[config.mk]
export PLATFORM = sky130hd
export DESIGN_NAME = mem_port_arbiter
export DESIGN_NICKNAME = d
export VERILOG_FILES = /design/src/rtl/mem_port_arbiter_pkg.sv /design/src/rtl/mem_port_arbiter_pick.sv /design/src/rtl/mem_port_arbiter.sv
export SDC_FILE = /design/constraint.sdc
export NUM_CORES = 1
export LEC_CHECK = 0
export BUFFER_PORTS_ARGS = -buffer_cell sky130_fd_sc_hd__buf_2
export CAP_MARGIN = 10
export CORE_AREA = 2 2 256 258
export DETAILED_ROUTE_END_ITERATION = 12
export DIE_AREA = 0 0 258 260
export PLACE_DENSITY_LB_ADDON = 0.15
export SLEW_MARGIN = 20
export SYNTH_ARGS = -nofsm -noshare
export SYNTH_HDL_FRONTEND = slang
export SYNTH_SLANG_ARGS = --single-unit
[constraint.sdc]
create_clock -name clk -period 15.2 [get_ports clk]
set_input_delay 2.28 -clock clk [delete_from_list [all_inputs] [get_ports clk]]
set_output_delay 2.28 -clock clk [all_outputs]
set_load 0.05 [all_outputs]
[src/rtl/mem_port_arbiter_pkg.sv]
// Shared definitions for the memory-port arbiter: FSM state encoding,
// requester ownership encoding, address-to-word-index translation constants.
package mem_port_arbiter_pkg;

  typedef enum logic [1:0] {
    IDLE  = 2'd0,
    ISSUE = 2'd1,
    DATA  = 2'd2,
    RESP  = 2'd3
  } arb_state_t;

  localparam logic OWN_IF = 1'b0;
  localparam logic OWN_LS = 1'b1;

  localparam logic [63:0] ARB_BASE_ADDR = 64'h0000_0000_8000_0000;
  localparam int unsigned ARB_IDX_SHIFT = 3;
  localparam int unsigned ARB_DATA_W    = 64;

  // Byte address to 64-bit word index; subtraction wraps, low 3 bits dropped.
  function automatic logic [63:0] word_index(input logic [63:0] addr,
                                             input logic [63:0] base);
    logic [63:0] off;
    off = addr - base;
    return off >> ARB_IDX_SHIFT;
  endfunction

endpackage

[src/rtl/mem_port_arbiter_pick.sv]
// Two-way combinational request picker for the memory-port arbiter.
// Default: LS has fixed priority over IF.
// With MEM_PORT_ARB_RR_EN defined: the requester not granted last wins a tie.
module mem_arb_pick
  import mem_port_arbiter_pkg::*;
(
  input  logic if_valid,
  input  logic ls_valid,
`ifdef MEM_PORT_ARB_RR_EN
  input  logic last_grant,
`endif
  output logic grant_if,
  output logic grant_ls
);

  // Resolve which single requester is granted this cycle.
  always_comb begin
    grant_if = 1'b0;
    grant_ls = 1'b0;
    if (if_valid && ls_valid) begin
`ifdef MEM_PORT_ARB_RR_EN
      if (last_grant == OWN_LS) begin
        grant_if = 1'b1;
      end else begin
        grant_ls = 1'b1;
      end
`else
      grant_ls = 1'b1;
`endif
    end else if (ls_valid) begin
      grant_ls = 1'b1;
    end else if (if_valid) begin
      grant_if = 1'b1;
    end else begin
      grant_if = 1'b0;
      grant_ls = 1'b0;
    end
  end

endmodule

[src/rtl/mem_port_arbiter.sv]
// Shares one RAMHelper-style memory port between the IF and LS requesters.
// One request at a time: accept (IDLE) -> drive port (ISSUE) -> capture read
// data (DATA) -> hold response until consumed (RESP).
// Optional macro MEM_PORT_ARB_RR_EN selects round-robin arbitration.
module mem_port_arbiter
  import mem_port_arbiter_pkg::*;
#(
  parameter logic [63:0] BASE_ADDR = ARB_BASE_ADDR,
  parameter int unsigned DATA_W    = ARB_DATA_W
) (
  input  logic              clk,
  input  logic              reset,
  input  logic              if_req_valid,
  input  logic [63:0]       if_req_addr,
  output logic              if_req_ready,
  output logic              if_resp_valid,
  output logic [DATA_W-1:0] if_resp_rdata,
  input  logic              if_resp_ready,
  input  logic              ls_req_valid,
  input  logic              ls_req_wen,
  input  logic [63:0]       ls_req_addr,
  input  logic [DATA_W-1:0] ls_req_wdata,
  input  logic [DATA_W-1:0] ls_req_wmask,
  output logic              ls_req_ready,
  output logic              ls_resp_valid,
  output logic [DATA_W-1:0] ls_resp_rdata,
  input  logic              ls_resp_ready,
  output logic              mem_en,
  output logic [63:0]       mem_idx,
  output logic              mem_wen,
  output logic [DATA_W-1:0] mem_wdata,
  output logic [DATA_W-1:0] mem_wmask,
  input  logic [DATA_W-1:0] mem_rdata
);

  arb_state_t        state_r;
  arb_state_t        state_s;
  logic              owner_r;
  logic              wen_r;
  logic [63:0]       idx_r;
  logic [DATA_W-1:0] wdata_r;
  logic [DATA_W-1:0] wmask_r;
  logic [DATA_W-1:0] resp_data_r;
  logic              grant_if_s;
  logic              grant_ls_s;
  logic              in_idle_s;
  logic              owner_done_s;

  assign in_idle_s = (state_r == IDLE);

`ifdef MEM_PORT_ARB_RR_EN
  logic last_grant_r;

  // Remember who won the most recent accept so the other side wins a tie.
  always_ff @(posedge clk or posedge reset) begin
    if (reset) begin
      last_grant_r <= OWN_IF;
    end else if (in_idle_s && (grant_if_s || grant_ls_s)) begin
      last_grant_r <= grant_ls_s;
    end
  end
`endif

  mem_arb_pick u_pick (
    .if_valid   (if_req_valid),
    .ls_valid   (ls_req_valid),
`ifdef MEM_PORT_ARB_RR_EN
    .last_grant (last_grant_r),
`endif
    .grant_if   (grant_if_s),
    .grant_ls   (grant_ls_s)
  );

  // Owner consumes its response; the other requester's ready is ignored.
  assign owner_done_s = (owner_r == OWN_LS) ? ls_resp_ready : if_resp_ready;

  // FSM state register.
  always_ff @(posedge clk or posedge reset) begin
    if (reset) begin
      state_r <= IDLE;
    end else begin
      state_r <= state_s;
    end
  end

  // Next-state logic for the accept/issue/data/response sequence.
  always_comb begin
    state_s = state_r;
    case (state_r)
      IDLE: begin
        if (grant_if_s || grant_ls_s) begin
          state_s = ISSUE;
        end else begin
          state_s = IDLE;
        end
      end
      ISSUE: state_s = DATA;
      DATA:  state_s = RESP;
      RESP: begin
        if (owner_done_s) begin
          state_s = IDLE;
        end else begin
          state_s = RESP;
        end
      end
      default: state_s = IDLE;
    endcase
  end

  // Capture the granted request; these also drive the port between issues.
  always_ff @(posedge clk or posedge reset) begin
    if (reset) begin
      owner_r <= OWN_IF;
      wen_r   <= 1'b0;
      idx_r   <= 64'd0;
      wdata_r <= {DATA_W{1'b0}};
      wmask_r <= {DATA_W{1'b0}};
    end else if (in_idle_s && grant_ls_s) begin
      owner_r <= OWN_LS;
      wen_r   <= ls_req_wen;
      idx_r   <= word_index(ls_req_addr, BASE_ADDR);
      wdata_r <= ls_req_wdata;
      wmask_r <= ls_req_wmask;
    end else if (in_idle_s && grant_if_s) begin
      owner_r <= OWN_IF;
      wen_r   <= 1'b0;
      idx_r   <= word_index(if_req_addr, BASE_ADDR);
      wdata_r <= {DATA_W{1'b0}};
      wmask_r <= {DATA_W{1'b0}};
    end
  end

  // Latch read data one cycle after the read strobe; stores return zero.
  always_ff @(posedge clk or posedge reset) begin
    if (reset) begin
      resp_data_r <= {DATA_W{1'b0}};
    end else if (state_r == DATA) begin
      resp_data_r <= wen_r ? {DATA_W{1'b0}} : mem_rdata;
    end
  end

  // Decode handshake, memory-port strobes and response outputs from state.
  always_comb begin
    if_req_ready  = in_idle_s && grant_if_s;
    ls_req_ready  = in_idle_s && grant_ls_s;
    mem_en        = (state_r == ISSUE) && !wen_r;
    mem_wen       = (state_r == ISSUE) && wen_r;
    mem_idx       = idx_r;
    mem_wdata     = wdata_r;
    mem_wmask     = wmask_r;
    if_resp_valid = 1'b0;
    if_resp_rdata = {DATA_W{1'b0}};
    ls_resp_valid = 1'b0;
    ls_resp_rdata = {DATA_W{1'b0}};
    if (state_r == RESP) begin
      if (owner_r == OWN_LS) begin
        ls_resp_valid = 1'b1;
        ls_resp_rdata = resp_data_r;
      end else begin
        if_resp_valid = 1'b1;
        if_resp_rdata = resp_data_r;
      end
    end else begin
      if_resp_valid = 1'b0;
      ls_resp_valid = 1'b0;
    end
  end

endmodule
==> reports/metrics.yaml <==
postLayoutCellArea_mm2: 0.0176
num_rows: 93
synth_fa_ha_area_frac: 0.00101
period_needed_ps: 6110
critPathLaunchType: "primary input"
io_buffers: 643
ys_seq_area_frac: 0.519
p_leak_nw: 9.04
clock_skew_ps: 27.4
crit_family: "simple AND/OR/NAND/NOR gates"
ys_seq_elements: 257
drtAntennaViolNets: 0
initial_utilization: 0.193
die_w_um: 258
synth_top_area_cell: "dfrtp_1"
placed_area_mm2: 0.0164
cts_hold_buffers: 0
cts-buffers-inserted: 35
cts_setup_buffers: 0
synth.distinct_cells: 68
cts_tree: "built"
syn-cell-area_mm2: 0.0124
yosysWarnings: 0
timing.max_cap.violations: 0
dominantRegCellSynth: "dfrtp_1"
setup_viol: 0
path_max_fanout: 8
cellPowerDensity_mw_per_mm2: 235
layout_setup_ws_ps: 9090
synth_top_family_by_area: "simple AND/OR/NAND/NOR gates"
fin_tns_setup_ps: 0
synthArstFlopShare: 1.00
clockRootBuffer: "clkbuf_16"
min_path_type: "flop to flop"
grt_max_degree: 171
synth-edff-count: 0
grt.total_usage: 0.148
synth_area_leaders: "dfrtp_1 (52%), a22o_1 (9.1%), and2_1 (6.5%), nand2_1 (4.9%), nand2b_1 (3.3%)"
final_common_cell: "buf_2"
die_h_um: 260
clk_pin_slew_ps: 50
dr.pass1.iters: 4
drc_errors: 0
synth_compound_area_frac: 0.174
critical-path-slowest-cell: "or3b_2"
antenna_found_initial: 15
path_buf_inv: 3
die-area_mm2: 0.0671
layout.nets: 2155
drt-total-wl_um: 51600
routedWlPerCell_um: 19.0
post-route-period-util: 0.402
n_fill_cell: 6980
crit_type: "primary input to output port"
final_core_util: 0.274
core_mm2: 0.0641
cts.sinks: 257
crit_path_end_kind: "output port"
pre_cts_ws_ps: 9090
slew_viol_final: 0
num_vias: 11600
syn-mean-instance-area_um2: 10.0
drive_gt1_frac: 0.399
critical_path_required_ps: 12920
cts_max_level: 2
grt_pass1_wl_um: 76300
slew_headroom: 0.299
cts_resized: 0
crit_chain: "buf_2, or3b_2, or2_2, clkinv_1, buf_2"
rsz0062_at_grt: "no"
grt_pass1_vias: 11900
grt-ovfl-total: 0
synth_cells: 1235
outcome: "complete, no violations"
max-vdd-ir-drop_v: 0.000111
synthMuxAreaShare: 0.0128
synth_top_cell_area_share: 0.519
max_freq_ghz: 0.164
clock_latency_ps: 550
cp_common_cell: "buf_2"
worst_slew_pin_slew_ps: 1050
arrival_ps: 3830
final_cell_mix: "buf_2 (643), dfrtp_1 (256), nand2_1 (162)"
syn2layout_area_growth_pct: 41.7
io_pins: 653
viasPerCell: 4.28
synth_xor_area_frac: 0.0353
yosys.area_share.simple: 0.219
cpPeakStageDelay_ps: 470
drt-initial-drc-count: 674
dpl.hpwl_um: 37200
final-hold-violation-count: 0
gp_congestion: 0.851
clock_tree.buffer_depth: 3
## registers in the layout, indices dropped and copies added (netlist names)
signal	cells
mem_idx	61
resp_data_r	64
mem_wmask	64
wen_r	1
state_r	2
mem_wdata	64
owner_r	1
## synth_stat cells (4+ instances only)
cell and n:
o22ai_1 8, nor4_1 16, a22o_1 129, mux2_2 4
and2_1 129, clkbuf_1 65, nand4_1 8, a21oi_1 9
nand2_1 162, dfrtp_1 257, o21ai_1 4, buf_4 4
nand2b_1 65, nand3_1 13, mux2i_1 10, a221oi_1 6
buf_2 20, and3_1 5, xor2_1 21, buf_1 7
nand4b_1 4, o221ai_1 4, xnor2_1 29, a31oi_1 33
nor3_1 18, o21ai_0 74, nor2_1 71
## metrics by stage
stage / cells / power [mW] / hold slack [ps]
global placement: 2644 / 3.32 / 457
CTS: 2704 / 4.20 / 474
floorplan: 1237 / 2.74 / 455
global route: 2718 / 4.38 / 484
detailed placement: 2644 / 3.33 / 459
finish: 2718 / 4.14 / 473
## worst reg2reg max path: cells and delay by family, from the launching register on
family / cells / cell delay [ps]
AOI/OAI and AO/OA: 3 / 960
xor gates and xnor gates: 1 / 60
adders and majority gates: 1 / 330
buffers and inverters: 1 / 610
DFF: 1 / 610
muxes: 1 / 400
and+or+nand+nor: 3 / 1000
## final timing paths
path | start | end | slack, ps | cells after the start
min reg2reg | mem_idx[39] | mem_idx[39] | 470 | 2
max reg2reg | state_r[1] | mem_idx[46] | 11100 | 10
max in group asynchronous | reset | resp_data_r[58] | 11750 | 3
min | mem_idx[39] | mem_idx[39] | 470 | 2
max | if_req_valid | if_req_ready | 9090 | 5
min in group asynchronous | reset | resp_data_r[55] | 1850 | 2
## cell families (layout without fill, tap and decap cells)
group,Yosys count,after routing
DFF,257,257
other,1,16
adders and majority gates,1,1
and+or+nand+nor,517,517
xor gates and xnor gates,50,50
AOI/OAI and AO/OA,291,291
muxes,15,15
buffers and inverters,103,716
## layout make-up
class                   instances  area [um^2]  area share
clock buffers                  46          967      0.0550
clock inverters                14          193      0.0110
multi-input cells             877         5530       0.315
well taps                     855         1070      0.0609
diodes                         13         32.5     0.00185
repair buffers                653         3320       0.189
flip-flops and latches        257         6430       0.366
inverters                       3         31.3     0.00178
## layer usage
metal  global-route usage  vias up  part of all wire
li1                     -     5512                 -
met1                0.182     5555              0.41
met2                0.241      487              0.48
met3               0.0424       88             0.076
met4               0.0625        4             0.032
met5                    0        -           0.00052
## power breakdown
part	leakage [nW]	switching [mW]	total (mW)	internal (mW)
Combinational	5.24	1.61	2.14	0.527
Sequential	3.24	0.188	1.16	0.972
Clock	0.568	0.334	0.837	0.503
Total	9.04	2.13	4.14	2.00
Power figures use the tool's default switching activity.
